==> src/rtl/pipe_hazard_ctrl.sv <==
`default_nettype none
// ============================================================================
// Module   : pipe_hazard_ctrl
// Purpose  : Hazard controller for a 5-stage in-order pipeline. Detects
//            RAW hazards against shadow copies of the EX/MEM/WB stages,
//            produces stall/flush/bubble controls and registered operand
//            forwarding selects, and drains the pipe on a halt instruction.
// Revision : 1.0 - initial release
// ============================================================================
module pipe_hazard_ctrl #(
  parameter int REG_AW   = 4,
  parameter int FWD_EN   = 1,
  parameter int BR_STAGE = 2,
  parameter int ZERO_REG = 1
) (
  input  logic              clk,
  input  logic              rst_n,
  input  logic              id_valid,
  input  logic [REG_AW-1:0] id_rs,
  input  logic [REG_AW-1:0] id_rt,
  input  logic              id_rs_used,
  input  logic              id_rt_used,
  input  logic [REG_AW-1:0] id_rd,
  input  logic              id_wr,
  input  logic              id_mr,
  input  logic              id_hlt,
  input  logic              br_taken,
  output logic              pc_write,
  output logic              if_id_write,
  output logic              flush_if_id,
  output logic              id_ex_bubble,
  output logic              ex_kill,
  output logic [1:0]        fwd_a,
  output logic [1:0]        fwd_b,
  output logic              halted
);

  // Shadow record of the instruction occupying a downstream stage
  typedef struct packed {
    logic              v;
    logic [REG_AW-1:0] rd;
    logic              wr;
    logic              mr;
    logic              hlt;
  } rec_t;

  localparam logic [1:0] ST_RUN    = 2'd0;
  localparam logic [1:0] ST_DRAIN  = 2'd1;
  localparam logic [1:0] ST_HALTED = 2'd2;

  localparam logic [1:0] SEL_RF  = 2'b00;
  localparam logic [1:0] SEL_EX  = 2'b01;
  localparam logic [1:0] SEL_MEM = 2'b10;

  rec_t       ex_q, ex_d;
  rec_t       mem_q, mem_d;
  rec_t       wb_q, wb_d;
  logic [1:0] state_q, state_d;
  logic [1:0] fwd_a_q, fwd_a_d;
  logic [1:0] fwd_b_q, fwd_b_d;

  logic rs_ex, rt_ex, rs_mem, rt_mem;
  logic hit_ex, hit_mem;
  logic stall_raw, stall, flush;

  // A source depends on a record when that record will write the register
  // being read; register 0 is exempt when it is hardwired.
  function automatic logic f_match(input logic [REG_AW-1:0] s,
                                   input logic              used,
                                   input rec_t              r);
    return r.v & r.wr & (r.rd == s) & used & ~((ZERO_REG != 0) && (s == '0));
  endfunction

  // Hazard detection: source/record matches, raw stall, branch flush
  always_comb begin
    rs_ex   = id_valid & f_match(id_rs, id_rs_used, ex_q);
    rt_ex   = id_valid & f_match(id_rt, id_rt_used, ex_q);
    rs_mem  = id_valid & f_match(id_rs, id_rs_used, mem_q);
    rt_mem  = id_valid & f_match(id_rt, id_rt_used, mem_q);
    hit_ex  = rs_ex | rt_ex;
    hit_mem = rs_mem | rt_mem;
    if (FWD_EN != 0) begin
      // only a load in EX cannot be forwarded in time
      stall_raw = hit_ex & ex_q.mr;
    end else begin
      // WB needs no stall because the regfile writes through
      stall_raw = hit_ex | hit_mem;
    end
    // a halted core ignores branches; a flush discards any pending stall
    flush = br_taken & (state_q != ST_HALTED);
    stall = stall_raw & (state_q == ST_RUN) & ~flush;
  end

  // Halt FSM state register
  always_ff @(posedge clk or negedge rst_n) begin
    if (!rst_n) begin
      state_q <= ST_RUN;
    end else begin
      state_q <= state_d;
    end
  end

  // Halt FSM next-state logic
  always_comb begin
    state_d = state_q;
    case (state_q)
      ST_RUN: begin
        if (id_valid & id_hlt & ~stall & ~flush) begin
          state_d = ST_DRAIN;
        end
      end
      ST_DRAIN: begin
        if (ex_kill & ex_q.v & ex_q.hlt) begin
          state_d = ST_RUN;
        end else if (wb_q.v & wb_q.hlt) begin
          state_d = ST_HALTED;
        end
      end
      ST_HALTED: state_d = ST_HALTED;
      default:   state_d = ST_RUN;
    endcase
  end

  // Pipeline control outputs: flush beats drain/halt/stall freezing
  always_comb begin
    pc_write     = 1'b1;
    if_id_write  = 1'b1;
    flush_if_id  = 1'b0;
    id_ex_bubble = 1'b0;
    ex_kill      = 1'b0;
    if (flush) begin
      flush_if_id  = 1'b1;
      id_ex_bubble = 1'b1;
      ex_kill      = (BR_STAGE == 3);
    end else if ((state_q != ST_RUN) || stall) begin
      pc_write     = 1'b0;
      if_id_write  = 1'b0;
      id_ex_bubble = 1'b1;
    end
  end

  // Shadow pipeline advance and forwarding select computation
  always_comb begin
    if (id_ex_bubble) begin
      ex_d = '0;
    end else begin
      ex_d.v   = id_valid;
      ex_d.rd  = id_rd;
      ex_d.wr  = id_wr;
      ex_d.mr  = id_mr;
      ex_d.hlt = id_hlt;
    end
    mem_d = ex_kill ? '0 : ex_q;
    wb_d  = mem_q;

    fwd_a_d = SEL_RF;
    fwd_b_d = SEL_RF;
    if (!id_ex_bubble && (FWD_EN != 0)) begin
      // the youngest producer (EX) wins over MEM
      if (rs_ex & ~ex_q.mr) begin
        fwd_a_d = SEL_EX;
      end else if (rs_mem) begin
        fwd_a_d = SEL_MEM;
      end
      if (rt_ex & ~ex_q.mr) begin
        fwd_b_d = SEL_EX;
      end else if (rt_mem) begin
        fwd_b_d = SEL_MEM;
      end
    end
  end

  // Shadow records and forwarding select registers
  always_ff @(posedge clk or negedge rst_n) begin
    if (!rst_n) begin
      ex_q    <= '0;
      mem_q   <= '0;
      wb_q    <= '0;
      fwd_a_q <= SEL_RF;
      fwd_b_q <= SEL_RF;
    end else begin
      ex_q    <= ex_d;
      mem_q   <= mem_d;
      wb_q    <= wb_d;
      fwd_a_q <= fwd_a_d;
      fwd_b_q <= fwd_b_d;
    end
  end

  assign fwd_a  = fwd_a_q;
  assign fwd_b  = fwd_b_q;
  assign halted = (state_q == ST_HALTED);

  // Record fields kept for completeness but not needed by the control logic
  logic unused_fields;
  assign unused_fields = ^{mem_q.mr, mem_q.hlt, wb_q.rd, wb_q.wr, wb_q.mr};

endmodule
`default_nettype wire

==> config.mk <==
export PLATFORM = sky130hd
export DESIGN_NAME = pipe_hazard_ctrl
export DESIGN_NICKNAME = d
export VERILOG_FILES = /design/src/rtl/pipe_hazard_ctrl.sv
export SDC_FILE = /design/constraint.sdc
export NUM_CORES = 1
export LEC_CHECK = 0
export BUFFER_PORTS_ARGS = -buffer_cell sky130_fd_sc_hd__buf_4
export CORE_MARGIN = 2
export CORE_UTILIZATION = 50
export DETAILED_ROUTE_END_ITERATION = 8
export GPL_ROUTABILITY_DRIVEN = 0
export PLACE_DENSITY = 0.77
export SYNTH_ARGS = -nofsm -noshare
export SYNTH_HDL_FRONTEND = slang
export SYNTH_SLANG_ARGS = --single-unit
==> constraint.sdc <==
create_clock -name clk -period 2 [get_ports clk]
set_input_delay 0.2 -clock clk [delete_from_list [all_inputs] [get_ports clk]]
set_output_delay 0.2 -clock clk [all_outputs]
set_load 0.1 [all_outputs]
==> impl_metrics.csv <==
group,metric,value,unit
run_status,outcome,"complete, but fails checks",
run_status,violations,"negative setup slack",
timing,hold_viol,0,
timing,whs,141,ps
yosys,yosys_register_bits,23,
timing,period_minus_slack,2120,ps
flow_run,cap_violations,0,
cells_and_area,fill_cells,138,
cts,cts_tree,"done",
global_routing,antenna_found_initial,0,
worst_setup_path,crit_required,1800,ps
routing,vias,833,
global_routing,grtUsageMet1,0.288,
routing,routedWlPerCell,14.9,microns
routing,final_antenna_net_count,0,
floorplan,initial_core_util,0.544,
global_routing,grt_pass1_vias,836,
cells_and_area,seqCellArea,576,sq um
global_routing,track_usage,0.214,
timing,layout_setup_ws,-120,ps
worst_setup_path,r2r-start,"ex_q[5]",
worst_setup_path,worst_setup_path_start_kind,"flip-flop",
routing,drt_iter0_drc,23,
global_routing,grt.busiest_layer,"met2",
floorplan,io_pins,31,
worst_setup_path,rr_worst_depth,6,
worst_setup_path,startpoint,"ex_q[5]",
routing,dr.pass1.iters,4,
timing,setup_viol,3,
worst_setup_path,worstSetupPathType,"flip-flop to output port",
cts,clk_pin_slew_worst_paths,120,ps
floorplan,die_h,50.7,microns
global_routing,use_met3,0.0357,
floorplan,coreArea,2000,sq um
global_routing,use_met2,0.360,
place,io_buffer_count,29,
power_and_ir_drop,p_leak,0.725,nW
yosys,synth_warnings,0,
cells_and_area,multi_input_area,542,sq um
cts,clkSinkCount,23,
cells_and_area,drive_above_1_share,0.405,
yosys,ys_types,31,
global_routing,grt_max_degree,24,
yosys,synth_fp_nets,116,
power_and_ir_drop,total_power,1.90,mW
cells_and_area,final_nets,157,
yosys,netlist_area,1090,sq um
worst_hold_path,hold_path_class,"input pin to flip-flop",
global_routing,overflow,0,
cts,htree_num_levels,1,
yosys,yosysSeqAreaShare,0.528,
worst_setup_path,cp.arrival,1920,ps
routing,wl,2350,microns
cells_and_area,antenna_cells,0,
floorplan,rows,16,
yosys,netlist_instances,91,
place,place_ws,21.1,ps
routing,drc_errors,0,
timing,clock-skew-final,7.41,ps
place,dp_hpwl,1740,microns
timing,fmax,472,MHz
worst_setup_path,reg2reg_slack,0,ps
timing,rsz0062_at_grt,"yes",
power_and_ir_drop,p_per_area,1240,nW/um^2
cells_and_area,syn2layout_area_growth,40.4,%
worst_setup_path,worst-path-max-fanout,3,
routing,avgViaCountPerCell,5.27,
cts,clk_latency,310,ps
worst_setup_path,endpoint_kind,"output port",
cts,clockRootBuffer,"clkbuf_4",
power_and_ir_drop,ir_drop,0.00100,V
global_routing,grt_pass1_wl,4000,microns
timing,min_period_over_period,1.06,
yosys,syn_area_per_cell,12.0,sq um
floorplan,die_x,50.7,microns
floorplan,die_area,2570,sq um
cts,clk_path_buf_depth,2,
worst_setup_path,cp-endpoint,"id_ex_bubble",
cts,cts_buffers,3,
timing,drv_slew,0,
worst_setup_path,regToRegEndpoint,"state_q[0]",
## stage by stage
step / area [sq um] / utilization / instances / TNS (ps)
after detailed placement: 1400 / 0.697 / 146 / 0
after global placement: 1400 / 0.697 / 146 / 0
after global routing: 1530 / 0.764 / 158 / -512
after floorplan: 1160 / - / 91 / 0
final: 1530 / 0.764 / 158 / -259
after CTS: 1510 / 0.752 / 155 / -330
## state kept, by name, indices dropped and copies added, names as in the netlist
signal	flops
ex_q	8
wb_q	2
fwd_a	2
state_q	2
mem_q	7
fwd_b	2
## kinds of logic after synthesis
family / synth area share
other cells: 0.00344
xor+xnor: 0.129
simple gates: 0.158
compound gates: 0.101
flops: 0.528
fa+ha+maj: 0.0459
buf+inv: 0.0344
## routing by layer
layer,vias up,wire length [microns]
met2,31,1210
met4,0,0
met5,-,0
met3,0,112
li1,399,-
met1,403,1030
## worst min path at each step
| stage | startpoint | to | slack [ps] | cells past startpoint |
|---|---|---|---|---|
| 6_report | id_rd[2] | ex_q[5] | 140 | 2 |
| 5_1_grt | id_rd[1] | ex_q[4] | 120 | 2 |
| 4_1_cts | id_wr | ex_q[2] | 130 | 2 |
| 3_5_place_dp | rst_n | mem_q[6] | 110 | 1 |
| 3_3_place_gp | rst_n | mem_q[6] | 100 | 1 |
| 2_1_floorplan | rst_n | ex_q[0] | -100 | 0 |
## what timing repair did
action                                 in CTS  in global routing
setup endpoints to repair                   3                  5
pin swaps                                   8                  6
endpoints found under the hold margin      23                  0
resized for setup                          11                  1
hold buffers                                1                  0
setup buffers                               4                  3
## cells in the final DEF (no fill, tap or decap), drive strengths merged, types with 3 or more instances in the layout
master  count
dfrtp      23
inv         5
xnor2       7
nor4        3
clkbuf      3
xor2        9
ha          4
nor3        4
nor3b       8
buf        38
## cell type report
cell class                      instances  area share
Clock buffer                            3      0.0147
Tap cell                               27      0.0221
Multi-Input combinational cell         60       0.354
Inverter                                5      0.0123
Timing Repair Buffer                   39       0.217
Clock inverter                          1     0.00327
Sequential cell                        23       0.376
## cells in the mapped netlist
library cell / instances / area [sq um]
or2_2: 1 / 6.26
a21oi_1: 1 / 5.00
nor3_1: 4 / 20.0
nor4_2: 1 / 12.5
a311o_1: 2 / 20.0
o21ai_0: 1 / 5.00
xor2_1: 9 / 78.8
clkbuf_1: 1 / 3.75
nor3b_1: 8 / 60.1
xnor2_1: 7 / 61.3
nand4_2: 1 / 12.5
dfrtp_1: 23 / 576
nand2_1: 2 / 7.51
ha_1: 4 / 50.1
a2111oi_0: 2 / 17.5
buf_4: 2 / 15.0
nor4_1: 2 / 12.5
nand4_1: 1 / 6.26
conb_1: 1 / 3.75
a31oi_1: 1 / 6.26
nand3_1: 1 / 5.00
nand3_2: 1 / 10.0
a211o_1: 1 / 8.76
inv_1: 5 / 18.8
o2111a_1: 1 / 11.3
o211a_1: 1 / 10.0
nor2_1: 2 / 7.51
a21oi_2: 1 / 8.76
nand2b_1: 1 / 6.26
and3_1: 1 / 6.26
o41ai_1: 2 / 17.5
## critical path: stages (launching register included)
cell and delay [ps]:
dfrtp_1 430, xor2_1 160, nor4_2 330, nand3_2 160
a21oi_4 210, or2_4 160, buf_12 160
## where the power goes
group          internal [mW]  switching, mW  leakage, nW
sequential             0.572         0.0817        0.309
combinational          0.382          0.660        0.398
clock                 0.0746          0.135       0.0177
Note: power is estimated with default switching activity, not from simulation.
